## config.mk

```make
export PLATFORM = sky130hd
export DESIGN_NAME = laser_bank
export DESIGN_NICKNAME = d
export VERILOG_FILES = /design/src/rtl/laser_bank.sv
export SDC_FILE = /design/constraint.sdc
export NUM_CORES = 1
export LEC_CHECK = 0
export ABC_CLOCK_PERIOD_IN_PS = 3950
export BUFFER_PORTS_ARGS = -buffer_cell sky130_fd_sc_hd__buf_2
export CORE_UTILIZATION = 38
export DETAILED_ROUTE_END_ITERATION = 7
export GPL_TIMING_DRIVEN = 0
export PLACE_DENSITY = 0.64
export REMOVE_ABC_BUFFERS = 1
export SLEW_MARGIN = 20
export SYNTH_ARGS = -nofsm -noshare
export SYNTH_HDL_FRONTEND = slang
export SYNTH_SLANG_ARGS = --single-unit
```

## constraint.sdc

```tcl
create_clock -name clock -period 3.95 [get_ports clock]
set_input_delay 0.1975 -clock clock [delete_from_list [all_inputs] [get_ports clock]]
set_output_delay 0.1975 -clock clock [all_outputs]
set_load 0.005 [all_outputs]
```

## src/rtl/laser_bank.sv

```systemverilog
// laser_bank: per-channel fire/cooldown pulse generator bank; define LASER_BANK_AMMO_EN for per-channel ammo with reload.
module laser_bank #(
  parameter int CHANNELS = 4,
  parameter int CNT_W = 32,
  parameter int ON_CYCLES = 100000000,
  parameter int COOL_CYCLES = 100000000,
  parameter int AMMO = 8
) (
  input  logic                clock,
  input  logic                reset,
  input  logic                enable,
  input  logic [CHANNELS-1:0] trig_n,
  input  logic [CHANNELS-1:0] reload,
  output logic [CHANNELS-1:0] laser_out,
  output logic [CHANNELS-1:0] busy,
  output logic [CHANNELS-1:0] empty
);
  typedef enum logic [1:0] {IDLE, FIRE, COOL} state_t;
  localparam logic [CNT_W-1:0] ON_LAST = CNT_W'(ON_CYCLES - 1);
  localparam logic [CNT_W-1:0] COOL_LAST = CNT_W'(COOL_CYCLES - 1);
`ifdef LASER_BANK_AMMO_EN
  localparam int AW = $clog2(AMMO + 1);
`else
  logic unused_reload;
  assign unused_reload = ^reload;
  assign empty = '0;
`endif
  for (genvar c = 0; c < CHANNELS; c++) begin : g_ch
    state_t st;
    logic [CNT_W-1:0] cnt;
    logic lo, bz, go;
`ifdef LASER_BANK_AMMO_EN
    logic [AW-1:0] ammo, ammo_nx;
    logic emp;
    assign go = !trig_n[c] && enable && ammo != '0;
    // reload wins over the decrement of a simultaneous shot
    assign ammo_nx = reload[c] ? AW'(AMMO) : (st == IDLE && go) ? ammo - 1'b1 : ammo;
    always_ff @(posedge clock) begin
      if (reset) begin
        ammo <= AW'(AMMO);
        emp <= 1'b0;
      end else begin
        ammo <= ammo_nx;
        emp <= ammo_nx == '0;
      end
    end
    assign empty[c] = emp;
`else
    assign go = !trig_n[c] && enable;
`endif
    always_ff @(posedge clock) begin
      if (reset) begin
        st <= IDLE;
        cnt <= '0;
        lo <= 1'b0;
        bz <= 1'b0;
      end else begin
        case (st)
          IDLE: if (go) begin
            st <= FIRE;
            cnt <= '0;
            lo <= 1'b1;
            bz <= 1'b1;
          end
          FIRE: if (!enable || cnt == ON_LAST) begin
            st <= COOL;
            cnt <= '0;
            lo <= 1'b0;
          end else cnt <= cnt + 1'b1;
          COOL: if (cnt == COOL_LAST) begin
            st <= IDLE;
            cnt <= '0;
            bz <= 1'b0;
          end else cnt <= cnt + 1'b1;
          default: begin
            st <= IDLE;
            cnt <= '0;
            lo <= 1'b0;
            bz <= 1'b0;
          end
        endcase
      end
    end
    assign laser_out[c] = lo;
    assign busy[c] = bz;
  end
endmodule

```

==> results.rst, run 1 <==
.. list-table::
   :header-rows: 1

   * - Metric
     - Value
   * - Multi-input gate area
     - 0.00476 mm2
   * - Period Utilization, post-route
     - 79.6%
   * - Cell type contributing the most total cell area after synthesis
     - sky130_fd_sc_hd__dfxtp_1
   * - Power density cells
     - 480 mW/mm2
   * - Share of the synthesized area in the top cell type
     - 36.1%
   * - Detailed Route Iter0 Violations
     - 519
   * - Post-synthesis area per instance
     - 8.26 um2
   * - Final routed wire length divided by cell count
     - 14.7 um
   * - Capture instance of the worst register-to-register path
     - g_ch[2].cnt[17]$_SDFFE_PP0P_
   * - Required time reported for the critical path endpoint
     - 4.22 ns
   * - Max-capacitance violation count
     - 0
   * - Post-route met1 wirelength
     - 8980 um
   * - Ratio of routed vias to standard cells
     - 5.70
   * - Area of the mapped netlist
     - 0.00798 mm2
   * - Placeable core region
     - 0.0204 mm2
   * - Final worst path period need
     - 3.14 ns
   * - Post-synthesis sequential element count
     - 144
   * - Count of distinct cell types in the synthesized netlist
     - 73
   * - Setup violations, final
     - 0
   * - Global-route wire length before repair
     - 30700 um
   * - Reg-to-reg startpoint
     - g_ch[2].cnt[0]$_SDFFE_PP0P_
   * - GR Overflow Total
     - 0
   * - Fin nets
     - 972
   * - Area growth, synth to finish
     - 11.0%
   * - # fillers
     - 2052
   * - Number of buffers added by the clock tree synthesis step
     - 17
   * - Post-route clock skew
     - 0.00905 ns
   * - Clock buffer depth
     - 2
   * - CP Class
     - register to register
   * - Final HPWL DP
     - 12300 um
   * - Min Hold Slack
     - 0.159 ns
   * - Setup crit start kind
     - register
   * - Cells on worst reg2reg path
     - 6
   * - Total Routed Length
     - 18100 um
   * - Number of diodes
     - 0
   * - Vias after detailed routing
     - 6993
   * - Vias in the first global route
     - 6302
   * - Number of antenna-violating nets in the routed design
     - 0
   * - Dpl cells
     - 1196
   * - Worst stage delay on the critical path
     - 0.81 ns
   * - Post-cts gate resize count
     - 0
   * - Top cell family by delay on the critical path
     - compound AO/OA/AOI/OAI gates
   * - Leakage component of the power
     - 2.85 nW
   * - Wire length on met3
     - 707 um
   * - Count of input and output buffers
     - 14
   * - Crit path from
     - g_ch[2].cnt[0]$_SDFFE_PP0P_
   * - Count of hold buffers inserted by post-cts repair
     - 0
   * - WP data arrival
     - 3.41 ns
   * - TNS Setup
     - 0 ns
   * - Tightest Pin Transition
     - 1.01 ns
   * - Crit. path cell count
     - 6
   * - Die Y
     - 147 um
   * - Insertion delay of the later-clocked pin in the worst-skew pair
     - 0.42 ns
   * - Endpoint class of the critical path
     - register
   * - Buffer cell driving the clock tree root
     - sky130_fd_sc_hd__clkbuf_16
   * - Setup repair after global routing missed its margin
     - no
   * - Metal2 WL
     - 8220 um
   * - Share of synthesized flip-flops with an asynchronous set or reset
     - 0%
   * - Run status
     - complete, no violations
   * - Maximum fanout encountered on the critical timing path
     - 20
   * - Count of pins on the block boundary
     - 23
   * - Hold/Removal Path Class
     - input port to register
   * - Remaining DRCs
     - 0
   * - Num Clock Sinks
     - 144
   * - Maximum number of pins on one net before global-route repair
     - 44
   * - Total die area
     - 0.0216 mm2
   * - TritonCTS clock tree
     - done
   * - Horizontal die dimension
     - 147 um
   * - All-layer global routing usage
     - 17.1%
   * - Number of buffers added for setup after CTS
     - 0
   * - Uppermost layer routed
     - met4
   * - Sequential-to-total area share from yosys stat
     - 36.1%
   * - Critical Path, Cell by Cell
     - ha_1 > nand3_1 > nor4_1 > a31oi_2 > o21ai_2 > nor2_1
   * - Worst R2R Setup Slack
     - 0.81 ns
   * - Clock-pin transition on the worst setup and hold timing paths
     - 0.06 ns
   * - Cell Count, Final, Fillers Out
     - 1227
   * - Total number of placement rows
     - 52
   * - Largest vdd supply drop
     - 0.301 mV
   * - Top area cells in the synthesized netlist
     - sky130_fd_sc_hd__dfxtp_1, sky130_fd_sc_hd__xor2_1, sky130_fd_sc_hd__nor2_1
   * - Post-synth EDFFs
     - 0
   * - Gate count after technology mapping
     - 966
   * - Starting utilization of the core area
     - 39.0%
   * - Number of warnings issued by yosys
     - 0
   * - Fmax
     - 0.318 GHz
   * - Max-slew violations
     - 0
   * - Worst setup path end
     - g_ch[2].cnt[17]$_SDFFE_PP0P_
   * - Relative slew slack
     - 32.5%
   * - Placer congestion estimate
     - 0.811
   * - Buffers & Inverters on Critical Path
     - 0
   * - Share of final-layout standard cells stronger than drive strength 1
     - 7.63%
   * - Most used DFF post-synth
     - sky130_fd_sc_hd__dfxtp_1
   * - Final count of hold timing violations
     - 0
   * - First drt pass iteration count
     - 5
   * - Number of antenna violations at the first check in global routing
     - 0
   * - Register area
     - 0.00288 mm2
   * - Maximum level of the CTS H-tree
     - 4
   * - Cell with the largest stage delay on the worst path
     - sky130_fd_sc_hd__o21ai_2
state kept, by name, indices dropped and copies added, names as in the netlist:
signal and flops:
g_ch.st 8, g_ch.lo 4, g_ch.cnt 128, g_ch.bz 4
cells in the mapped netlist (4+ instances only):
master,number
sky130_fd_sc_hd__a2111oi_0,4
sky130_fd_sc_hd__a211o_1,5
sky130_fd_sc_hd__a211oi_1,14
sky130_fd_sc_hd__a21o_1,11
sky130_fd_sc_hd__a21oi_1,19
sky130_fd_sc_hd__a311o_1,4
sky130_fd_sc_hd__a31oi_1,33
sky130_fd_sc_hd__a41oi_1,4
sky130_fd_sc_hd__and2_1,11
sky130_fd_sc_hd__and3_1,19
sky130_fd_sc_hd__and4_1,13
sky130_fd_sc_hd__buf_2,10
sky130_fd_sc_hd__buf_4,12
sky130_fd_sc_hd__clkbuf_1,32
sky130_fd_sc_hd__dfxtp_1,144
sky130_fd_sc_hd__ha_1,16
sky130_fd_sc_hd__inv_1,28
sky130_fd_sc_hd__mux2i_1,4
sky130_fd_sc_hd__nand2_1,91
sky130_fd_sc_hd__nand2b_1,9
sky130_fd_sc_hd__nand3_1,56
sky130_fd_sc_hd__nand3b_1,10
sky130_fd_sc_hd__nand4_1,59
sky130_fd_sc_hd__nand4b_1,12
sky130_fd_sc_hd__nor2_1,105
sky130_fd_sc_hd__nor3_1,15
sky130_fd_sc_hd__nor4_1,31
sky130_fd_sc_hd__nor4b_1,10
sky130_fd_sc_hd__nor4bb_1,4
sky130_fd_sc_hd__o211a_1,8
sky130_fd_sc_hd__o211ai_1,5
sky130_fd_sc_hd__o21ai_0,6
sky130_fd_sc_hd__o22a_1,4
sky130_fd_sc_hd__o31ai_1,5
sky130_fd_sc_hd__or3_1,12
sky130_fd_sc_hd__or4_1,14
sky130_fd_sc_hd__xnor2_1,26
sky130_fd_sc_hd__xor2_1,50
how the worst min path moves through the flow:
stage                                 startpoint                           end  slack (ns)  cells past startpoint
finish                                 trig_n[0]       g_ch[0].lo$_SDFFE_PP0P_        0.16                      3
global route                           trig_n[0]       g_ch[0].lo$_SDFFE_PP0P_        0.17                      3
CTS                                    trig_n[0]       g_ch[0].lo$_SDFFE_PP0P_        0.14                      3
detailed placement  g_ch[2].cnt[24]$_SDFFE_PP0P_  g_ch[2].cnt[24]$_SDFFE_PP0P_        0.46                      1
global placement     g_ch[2].cnt[1]$_SDFFE_PP0P_   g_ch[2].cnt[1]$_SDFFE_PP0P_        0.46                      2
floorplan                                  reset   g_ch[0].cnt[0]$_SDFFE_PP0P_        0.27                      1
where the power goes:
| group | switching, mW | total [mW] | leakage [nW] | internal (mW) |
|---|---|---|---|---|
| Combinational | 0.579 | 0.834 | 1.36 | 0.255 |
| Clock | 0.621 | 1.87 | 0.331 | 1.25 |
| Sequential | 0.0370 | 1.55 | 1.16 | 1.51 |
area by class of cell:
class                      instances  area share [%]
timing repair buffer              15           0.919
tap                              270            3.82
clock buffer                      21            5.43
sequential                       144            32.6
clock inverter                    10            2.32
multi-input combinational        739            53.7
inverter                          28            1.19
worst register-to-register path, cell delays in order (launching register included):
cell and delay, ns:
sky130_fd_sc_hd__dfxtp_1 0.38, sky130_fd_sc_hd__ha_1 0.24, sky130_fd_sc_hd__nand3_1 0.17, sky130_fd_sc_hd__nor4_1 0.76, sky130_fd_sc_hd__a31oi_2 0.51, sky130_fd_sc_hd__o21ai_2 0.81
sky130_fd_sc_hd__nor2_1 0.13
cell families (layout without fill, tap and decap cells):
kind of cell	Yosys count	in the layout	share of synthesized area, %
fa+ha+maj	16	16	2.51
mux	6	6	0.784
buf+inv	86	74	4.86
compound gates	148	148	13.8
flops	144	144	36.1
simple gates	489	489	33.5
other cells	1	4	0.0470
xor+xnor	76	76	8.35
stage by stage:
step | utilization (%) | instance area [um2] | total power, mW | setup slack (ns)
after detailed placement | 39.9 | 8150 | 2.40 | 0.790
after global placement | 39.7 | 8110 | 2.38 | 0.158
after global routing | 43.3 | 8850 | 4.45 | 0.426
after floorplan | - | 7700 | 2.16 | 1.08
after CTS | 43.3 | 8840 | 4.27 | 0.765
final | 43.3 | 8850 | 4.25 | 0.808
routing by layer:
metal,up-vias,GRT usage (%)
met5,-,0
met3,15,3.39
met2,148,27.3
met4,0,4.53
met1,3290,23.5
li1,3540,-
cells in the final DEF (no fill, tap or decap), types with 17 or more instances in the layout:
master / n
sky130_fd_sc_hd__dfxtp_1: 144
sky130_fd_sc_hd__nor2_1: 104
sky130_fd_sc_hd__nand2_1: 91
sky130_fd_sc_hd__nand4_1: 59
sky130_fd_sc_hd__nand3_1: 56
sky130_fd_sc_hd__xor2_1: 50
sky130_fd_sc_hd__a31oi_1: 32
sky130_fd_sc_hd__nor4_1: 30
sky130_fd_sc_hd__inv_1: 28
sky130_fd_sc_hd__xnor2_1: 26
sky130_fd_sc_hd__and3_1: 19
sky130_fd_sc_hd__a21oi_1: 18
sky130_fd_sc_hd__clkbuf_16: 17
Power figures use the tool's default switching activity.
==> run 2, diff against run 1 <==
--- a/config.mk
+++ b/config.mk
@@ -5,7 +5,7 @@
 export SDC_FILE = /design/constraint.sdc
 export NUM_CORES = 1
 export LEC_CHECK = 0
-export ABC_CLOCK_PERIOD_IN_PS = 3950
+export ABC_CLOCK_PERIOD_IN_PS = 3100
 export BUFFER_PORTS_ARGS = -buffer_cell sky130_fd_sc_hd__buf_2
 export CORE_UTILIZATION = 38
 export DETAILED_ROUTE_END_ITERATION = 7
==> constraint.sdc (replaced) <==
create_clock -name clock -period 3.1 [get_ports clock]
set_input_delay 0.155 -clock clock [delete_from_list [all_inputs] [get_ports clock]]
set_output_delay 0.155 -clock clock [all_outputs]
set_load 0.005 [all_outputs]
==> results.rst, run 2 (synthesized netlist as in run 1, its figures left out) <==
.. list-table::
   :header-rows: 1

   * - Metric
     - Value
   * - Max-slew violations
     - 0
   * - Setup violations, final
     - 0
   * - Final setup margin
     - 0.348 ns
   * - First drt pass iteration count
     - 5
   * - Buffers & Inverters on Critical Path
     - 0
   * - Flip-flop count of the largest register after layout
     - 128
   * - Top cell family by delay on the critical path
     - compound AO/OA/AOI/OAI gates
   * - Share of final-layout standard cells stronger than drive strength 1
     - 7.73%
   * - Total die area
     - 0.0216 mm2
   * - Required time reported for the critical path endpoint
     - 3.38 ns
   * - Largest registers
     - g_ch.cnt x128, g_ch.st x8
   * - Global-route wire length before repair
     - 30600 um
   * - Clock-pin transition on the worst setup and hold timing paths
     - 0.06 ns
   * - Cell with the largest stage delay on the worst path
     - sky130_fd_sc_hd__o21ai_2
   * - CP Class
     - register to register
   * - Dpl cells
     - 1196
   * - Crit path from
     - g_ch[1].cnt[0]$_SDFFE_PP0P_
   * - Max-capacitance violation count
     - 0
   * - Final count of hold timing violations
     - 0
   * - Number of diodes
     - 0
   * - Number of buffers added by the clock tree synthesis step
     - 17
   * - Min-Delay Startpoint
     - trig_n[0]
   * - Run status
     - complete, no violations
   * - Final worst path period need
     - 2.75 ns
   * - Remaining DRCs
     - 0
   * - Total number of placement rows
     - 52
   * - Vias after detailed routing
     - 7010
   * - Fmax
     - 0.363 GHz
   * - Count of input and output buffers
     - 14
   * - All-layer global routing usage
     - 17.1%
   * - Setup crit start kind
     - register
   * - Leakage component of the power
     - 2.85 nW
   * - Hold/Removal Path Class
     - input port to register
   * - Num Clock Sinks
     - 144
   * - Power after layout
     - 5.41 mW
   * - Maximum level of the CTS H-tree
     - 4
   * - Placer congestion estimate
     - 0.811
   * - Maximum number of pins on one net before global-route repair
     - 44
   * - Placeable core region
     - 0.0204 mm2
   * - Endpoint class of the critical path
     - register
   * - Power density cells
     - 611 mW/mm2
   * - Largest register by flop count
     - g_ch.cnt
   * - Post-route clock skew
     - 0.00897 ns
   * - Number of antenna-violating nets in the routed design
     - 0
   * - Fin nets
     - 972
   * - WP data arrival
     - 3.03 ns
   * - Die Y
     - 147 um
   * - Number of buffers added for setup after CTS
     - 0
   * - Number of antenna violations at the first check in global routing
     - 0
   * - Relative slew slack
     - 33.5%
   * - Cell Count, Final, Fillers Out
     - 1227
   * - Min Hold Slack
     - 0.116 ns
   * - Count of pins on the block boundary
     - 23
   * - Maximum fanout encountered on the critical timing path
     - 25
   * - Final routed wire length divided by cell count
     - 14.8 um
   * - Period Utilization, post-route
     - 88.8%
   * - Placement-stage worst setup slack
     - -0.0601 ns
   * - Vias in the first global route
     - 6302
   * - Detailed Route Iter0 Violations
     - 482
   * - Starting utilization of the core area
     - 39.0%
   * - TritonCTS clock tree
     - done
   * - Crit. path cell count
     - 6
   * - Most frequent cells in the layout
     - sky130_fd_sc_hd__dfxtp_1, sky130_fd_sc_hd__nor2_1, sky130_fd_sc_hd__nand2_1
   * - Clock buffer depth
     - 2
   * - Area growth, synth to finish
     - 11.1%
   * - Final HPWL DP
     - 12300 um
   * - Post-cts gate resize count
     - 2
   * - Ratio of routed vias to standard cells
     - 5.71
   * - Critical Path, Cell by Cell
     - ha_1 > nand3_1 > or3_1 > o31a_1 > o21ai_2 > nor2_1
   * - Setup repair after global routing missed its margin
     - no
   * - Largest vdd supply drop
     - 0.384 mV
   * - Commonest non-fill, non-tap cell in the layout
     - sky130_fd_sc_hd__dfxtp_1
   * - Number of cells on the worst hold path
     - 3
   * - Tightest Pin Transition
     - 0.997 ns
   * - Buffer cell driving the clock tree root
     - sky130_fd_sc_hd__clkbuf_16
   * - Insertion delay of the later-clocked pin in the worst-skew pair
     - 0.42 ns
   * - Cells on worst reg2reg path
     - 6
   * - Horizontal die dimension
     - 147 um
   * - Total Routed Length
     - 18100 um
   * - Worst stage delay on the critical path
     - 0.66 ns
   * - # fillers
     - 2051
   * - GR Overflow Total
     - 0
   * - Reg-to-reg startpoint
     - g_ch[1].cnt[0]$_SDFFE_PP0P_
   * - Count of hold buffers inserted by post-cts repair
     - 0
run 2: cell counts in the layout (fill, tap and decap cells not counted):
No cell type changed its count.
run 2: layout make-up:
class	count	area (um2)	share of cell area (%)
multi-input cells	739	4770	53.8
flip-flops and latches	144	2880	32.5
clock buffers	21	480	5.42
well taps	270	338	3.81
clock inverters	10	205	2.32
inverters	28	105	1.19
repair buffers	15	81.3	0.918
run 2: worst register-to-register path: stages, from the launching register on:
cell                      delay [ns]
sky130_fd_sc_hd__dfxtp_1        0.40
sky130_fd_sc_hd__ha_1           0.20
sky130_fd_sc_hd__nand3_1        0.19
sky130_fd_sc_hd__or3_1          0.43
sky130_fd_sc_hd__o31a_1         0.61
sky130_fd_sc_hd__o21ai_2        0.66
sky130_fd_sc_hd__nor2_1         0.12
run 2: final timing paths:
check,end,slack (ns)
worst max-delay path,g_ch[1].cnt[7]$_SDFFE_PP0P_,0.35
worst min-delay path,g_ch[0].lo$_SDFFE_PP0P_,0.12
worst max register to register,g_ch[1].cnt[7]$_SDFFE_PP0P_,0.35
worst min register to register,g_ch[2].cnt[24]$_SDFFE_PP0P_,0.48
run 2: report_power, final:
part	internal (mW)	leakage, nW	switching (mW)	total (mW)
combinational	0.327	1.36	0.742	1.07
sequential	1.92	1.16	0.0471	1.97
clock	1.59	0.331	0.787	2.38
total	3.84	2.85	1.58	5.41
run 2: layer usage:
layer,global-route usage (%),part of all wire [%]
met4,4.53,0.72
met2,27.3,46
met3,3.39,3.7
met5,0,0
met1,23.5,50
run 2: metrics by stage:
| step | area (um2) | util, % | TNS [ns] |
|---|---|---|---|
| floorplan | 7700 | - | 0 |
| global placement | 8110 | 39.7 | -37.35 |
| detailed placement | 8150 | 39.9 | -0.389 |
| CTS | 8850 | 43.3 | 0 |
| global route | 8860 | 43.4 | 0 |
| finish | 8860 | 43.4 | 0 |
==> run 3, diff against run 2 <==
--- a/config.mk
+++ b/config.mk
@@ -7,10 +7,12 @@
 export LEC_CHECK = 0
 export ABC_CLOCK_PERIOD_IN_PS = 3100
 export BUFFER_PORTS_ARGS = -buffer_cell sky130_fd_sc_hd__buf_2
+export CELL_PAD_IN_SITES_DETAIL_PLACEMENT = 0
+export CELL_PAD_IN_SITES_GLOBAL_PLACEMENT = 1
 export CORE_UTILIZATION = 38
 export DETAILED_ROUTE_END_ITERATION = 7
 export GPL_TIMING_DRIVEN = 0
-export PLACE_DENSITY = 0.64
+export PLACE_DENSITY = 0.77
 export REMOVE_ABC_BUFFERS = 1
 export SLEW_MARGIN = 20
 export SYNTH_ARGS = -nofsm -noshare
==> results.rst, run 3 (synthesized netlist as in run 1, its figures left out) <==
.. list-table::
   :header-rows: 1

   * - Metric
     - Value
   * - Number of buffers added by the clock tree synthesis step
     - 17
   * - Maximum level of the CTS H-tree
     - 4
   * - Number of antenna-violating nets in the routed design
     - 0
   * - TritonCTS clock tree
     - done
   * - Final count of hold timing violations
     - 0
   * - Clock-pin transition on the worst setup and hold timing paths
     - 0.06 ns
   * - Fin nets
     - 973
   * - Setup repair after global routing missed its margin
     - no
   * - Total Routed Length
     - 18400 um
   * - Hold EP
     - g_ch[0].lo$_SDFFE_PP0P_
   * - Final routed wire length divided by cell count
     - 15.0 um
   * - Count of hold buffers inserted by post-cts repair
     - 0
   * - Capture instance of the worst register-to-register path
     - g_ch[0].cnt[9]$_SDFFE_PP0P_
   * - Detailed Route Iter0 Violations
     - 454
   * - Flip-flop count of the largest register after layout
     - 128
   * - Ratio of routed vias to standard cells
     - 5.69
   * - Final HPWL DP
     - 12500 um
   * - Number of antenna violations at the first check in global routing
     - 0
   * - Max-capacitance violation count
     - 0
   * - Share of final-layout standard cells stronger than drive strength 1
     - 7.72%
   * - Total number of placement rows
     - 52
   * - Insertion delay of the later-clocked pin in the worst-skew pair
     - 0.42 ns
   * - Largest register by flop count
     - g_ch.cnt
   * - First drt pass iteration count
     - 5
   * - Num Clock Sinks
     - 144
   * - Placeable core region
     - 0.0204 mm2
   * - Vias in the first global route
     - 6498
   * - Most frequent cells in the layout
     - sky130_fd_sc_hd__dfxtp_1, sky130_fd_sc_hd__nor2_1, sky130_fd_sc_hd__nand2_1
   * - GR Overflow Total
     - 0
   * - Int Power
     - 3.89 mW
   * - Largest registers
     - g_ch.cnt x128, g_ch.st x8
   * - Die Y
     - 147 um
   * - Maximum fanout encountered on the critical timing path
     - 20
   * - Maximum number of pins on one net before global-route repair
     - 44
   * - Starting utilization of the core area
     - 39.0%
   * - Period Utilization, post-route
     - 90.0%
   * - Global-route wire length before repair
     - 31600 um
   * - Run status
     - complete, no violations
   * - Fmax
     - 0.358 GHz
   * - Endpoint class of the critical path
     - register
   * - Clock group share of total power
     - 44.4%
   * - All-layer global routing usage
     - 17.6%
   * - Clock buffer depth
     - 2
   * - Cells on worst reg2reg path
     - 6
   * - Total die area
     - 0.0216 mm2
   * - Tightest Pin Transition
     - 1.11 ns
   * - Register share of total power
     - 35.9%
   * - Min-Delay Startpoint
     - trig_n[0]
   * - Largest vdd supply drop
     - 0.435 mV
   * - Instance area after placement
     - 0.00817 mm2
   * - Worst R2R Setup Slack
     - 0.31 ns
   * - Max-slew violations
     - 0
   * - Required time reported for the critical path endpoint
     - 3.39 ns
   * - Setup violations, final
     - 0
   * - Remaining DRCs
     - 0
   * - Vias after detailed routing
     - 6995
   * - Setup crit start kind
     - register
   * - Part of the power in combinational logic
     - 19.7%
   * - CP Class
     - register to register
   * - Placement-stage worst setup slack
     - -0.0592 ns
   * - Count of input and output buffers
     - 14
   * - Fraction of power spent switching nets
     - 29.0%
   * - Number of diodes
     - 0
   * - Post-route clock skew
     - 0.00679 ns
   * - Final setup margin
     - 0.311 ns
   * - Hold/Removal Path Class
     - input port to register
   * - Final worst path period need
     - 2.79 ns
   * - Leakage component of the power
     - 2.86 nW
   * - Reg-to-reg startpoint
     - g_ch[0].cnt[0]$_SDFFE_PP0P_
   * - Horizontal die dimension
     - 147 um
   * - Count of pins on the block boundary
     - 23
   * - Finished Cell Area
     - 0.00888 mm2
   * - Area growth, synth to finish
     - 11.3%
   * - Switching component of the power
     - 1.59 mW
   * - Placer congestion estimate
     - 0.814
   * - Commonest non-fill, non-tap cell in the layout
     - sky130_fd_sc_hd__dfxtp_1
   * - Buffer cell driving the clock tree root
     - sky130_fd_sc_hd__clkbuf_16
   * - Power density cells
     - 617 mW/mm2
   * - Number of cells on the worst hold path
     - 3
   * - Relative slew slack
     - 25.7%
   * - WP data arrival
     - 3.08 ns
-- run 3: cell types whose count changed in the layout (fill, tap and decap cells not counted), sizes merged --
cell / delta
bufinv: +1
clkinvlp: -1
buf: +1
clkinv: +1
-- run 3: cell type report --
type,count,area [um2]
Inverter,28,105
Clock inverter,11,233
Fill cell,2037,11600
Sequential cell,144,2880
Tap cell,270,338
Multi-Input combinational cell,739,4760
Timing Repair Buffer,16,96.3
Clock buffer,21,460
-- run 3: worst max path at each step --
stage / startpoint / end / cells past startpoint
after global routing: g_ch[1].cnt[0]$_SDFFE_PP0P_ / g_ch[1].cnt[2]$_SDFFE_PP0P_ / 6
after global placement: g_ch[0].cnt[0]$_SDFFE_PP0P_ / g_ch[0].cnt[25]$_SDFFE_PP0P_ / 6
final: g_ch[0].cnt[0]$_SDFFE_PP0P_ / g_ch[0].cnt[9]$_SDFFE_PP0P_ / 6
after detailed placement: g_ch[1].cnt[0]$_SDFFE_PP0P_ / g_ch[1].cnt[7]$_SDFFE_PP0P_ / 6
after CTS: g_ch[2].cnt[0]$_SDFFE_PP0P_ / g_ch[2].cnt[10]$_SDFFE_PP0P_ / 7
after floorplan: g_ch[0].cnt[0]$_SDFFE_PP0P_ / g_ch[0].cnt[25]$_SDFFE_PP0P_ / 6
-- run 3: power by group through the flow --
stage / sequential [mW] / clock [mW] / combinational (mW)
floorplan: 2.00 / 0 / 0.751
global placement: 2.00 / 0 / 1.04
detailed placement: 2.01 / 0 / 1.07
CTS: 1.97 / 2.47 / 1.07
global route: 1.98 / 2.56 / 1.21
finish: 1.97 / 2.43 / 1.08
-- run 3: what timing repair did --
action / in CTS / in global routing
buffers inserted: 0 / 0
endpoints found under the setup margin: 16 / 20
resized for setup: 1 / 1
-- run 3: per-stage QoR --
step	hold WS [ns]	util, %	setup TNS (ns)	instances	total power [mW]
final	0.112	43.5	0	1229	5.47
after global routing	0.121	43.5	0	1229	5.74
after CTS	0.0952	43.4	0	1229	5.51
after detailed placement	0.453	40.0	-0.676	1197	3.07
after global placement	0.458	39.7	-39.03	1195	3.04
after floorplan	0.224	-	0	911	2.75
-- run 3: routing by layer --
| layer | wire length (um) | vias up | global-route usage (%) |
|---|---|---|---|
| li1 | - | 3536 | - |
| met1 | 9390 | 3326 | 23.7 |
| met2 | 8270 | 107 | 28.1 |
| met3 | 513 | 26 | 3.70 |
| met4 | 278 | 0 | 5.89 |
| met5 | 0 | - | 0 |
-- run 3: worst max-delay path, cell delays in order, from the launching register on --
cell and delay (ns):
sky130_fd_sc_hd__dfxtp_1 0.38, sky130_fd_sc_hd__ha_1 0.27, sky130_fd_sc_hd__nand3_4 0.12, sky130_fd_sc_hd__or3_1 0.48
sky130_fd_sc_hd__o31ai_4 0.75, sky130_fd_sc_hd__a21o_1 0.54, sky130_fd_sc_hd__nor2_1 0.12
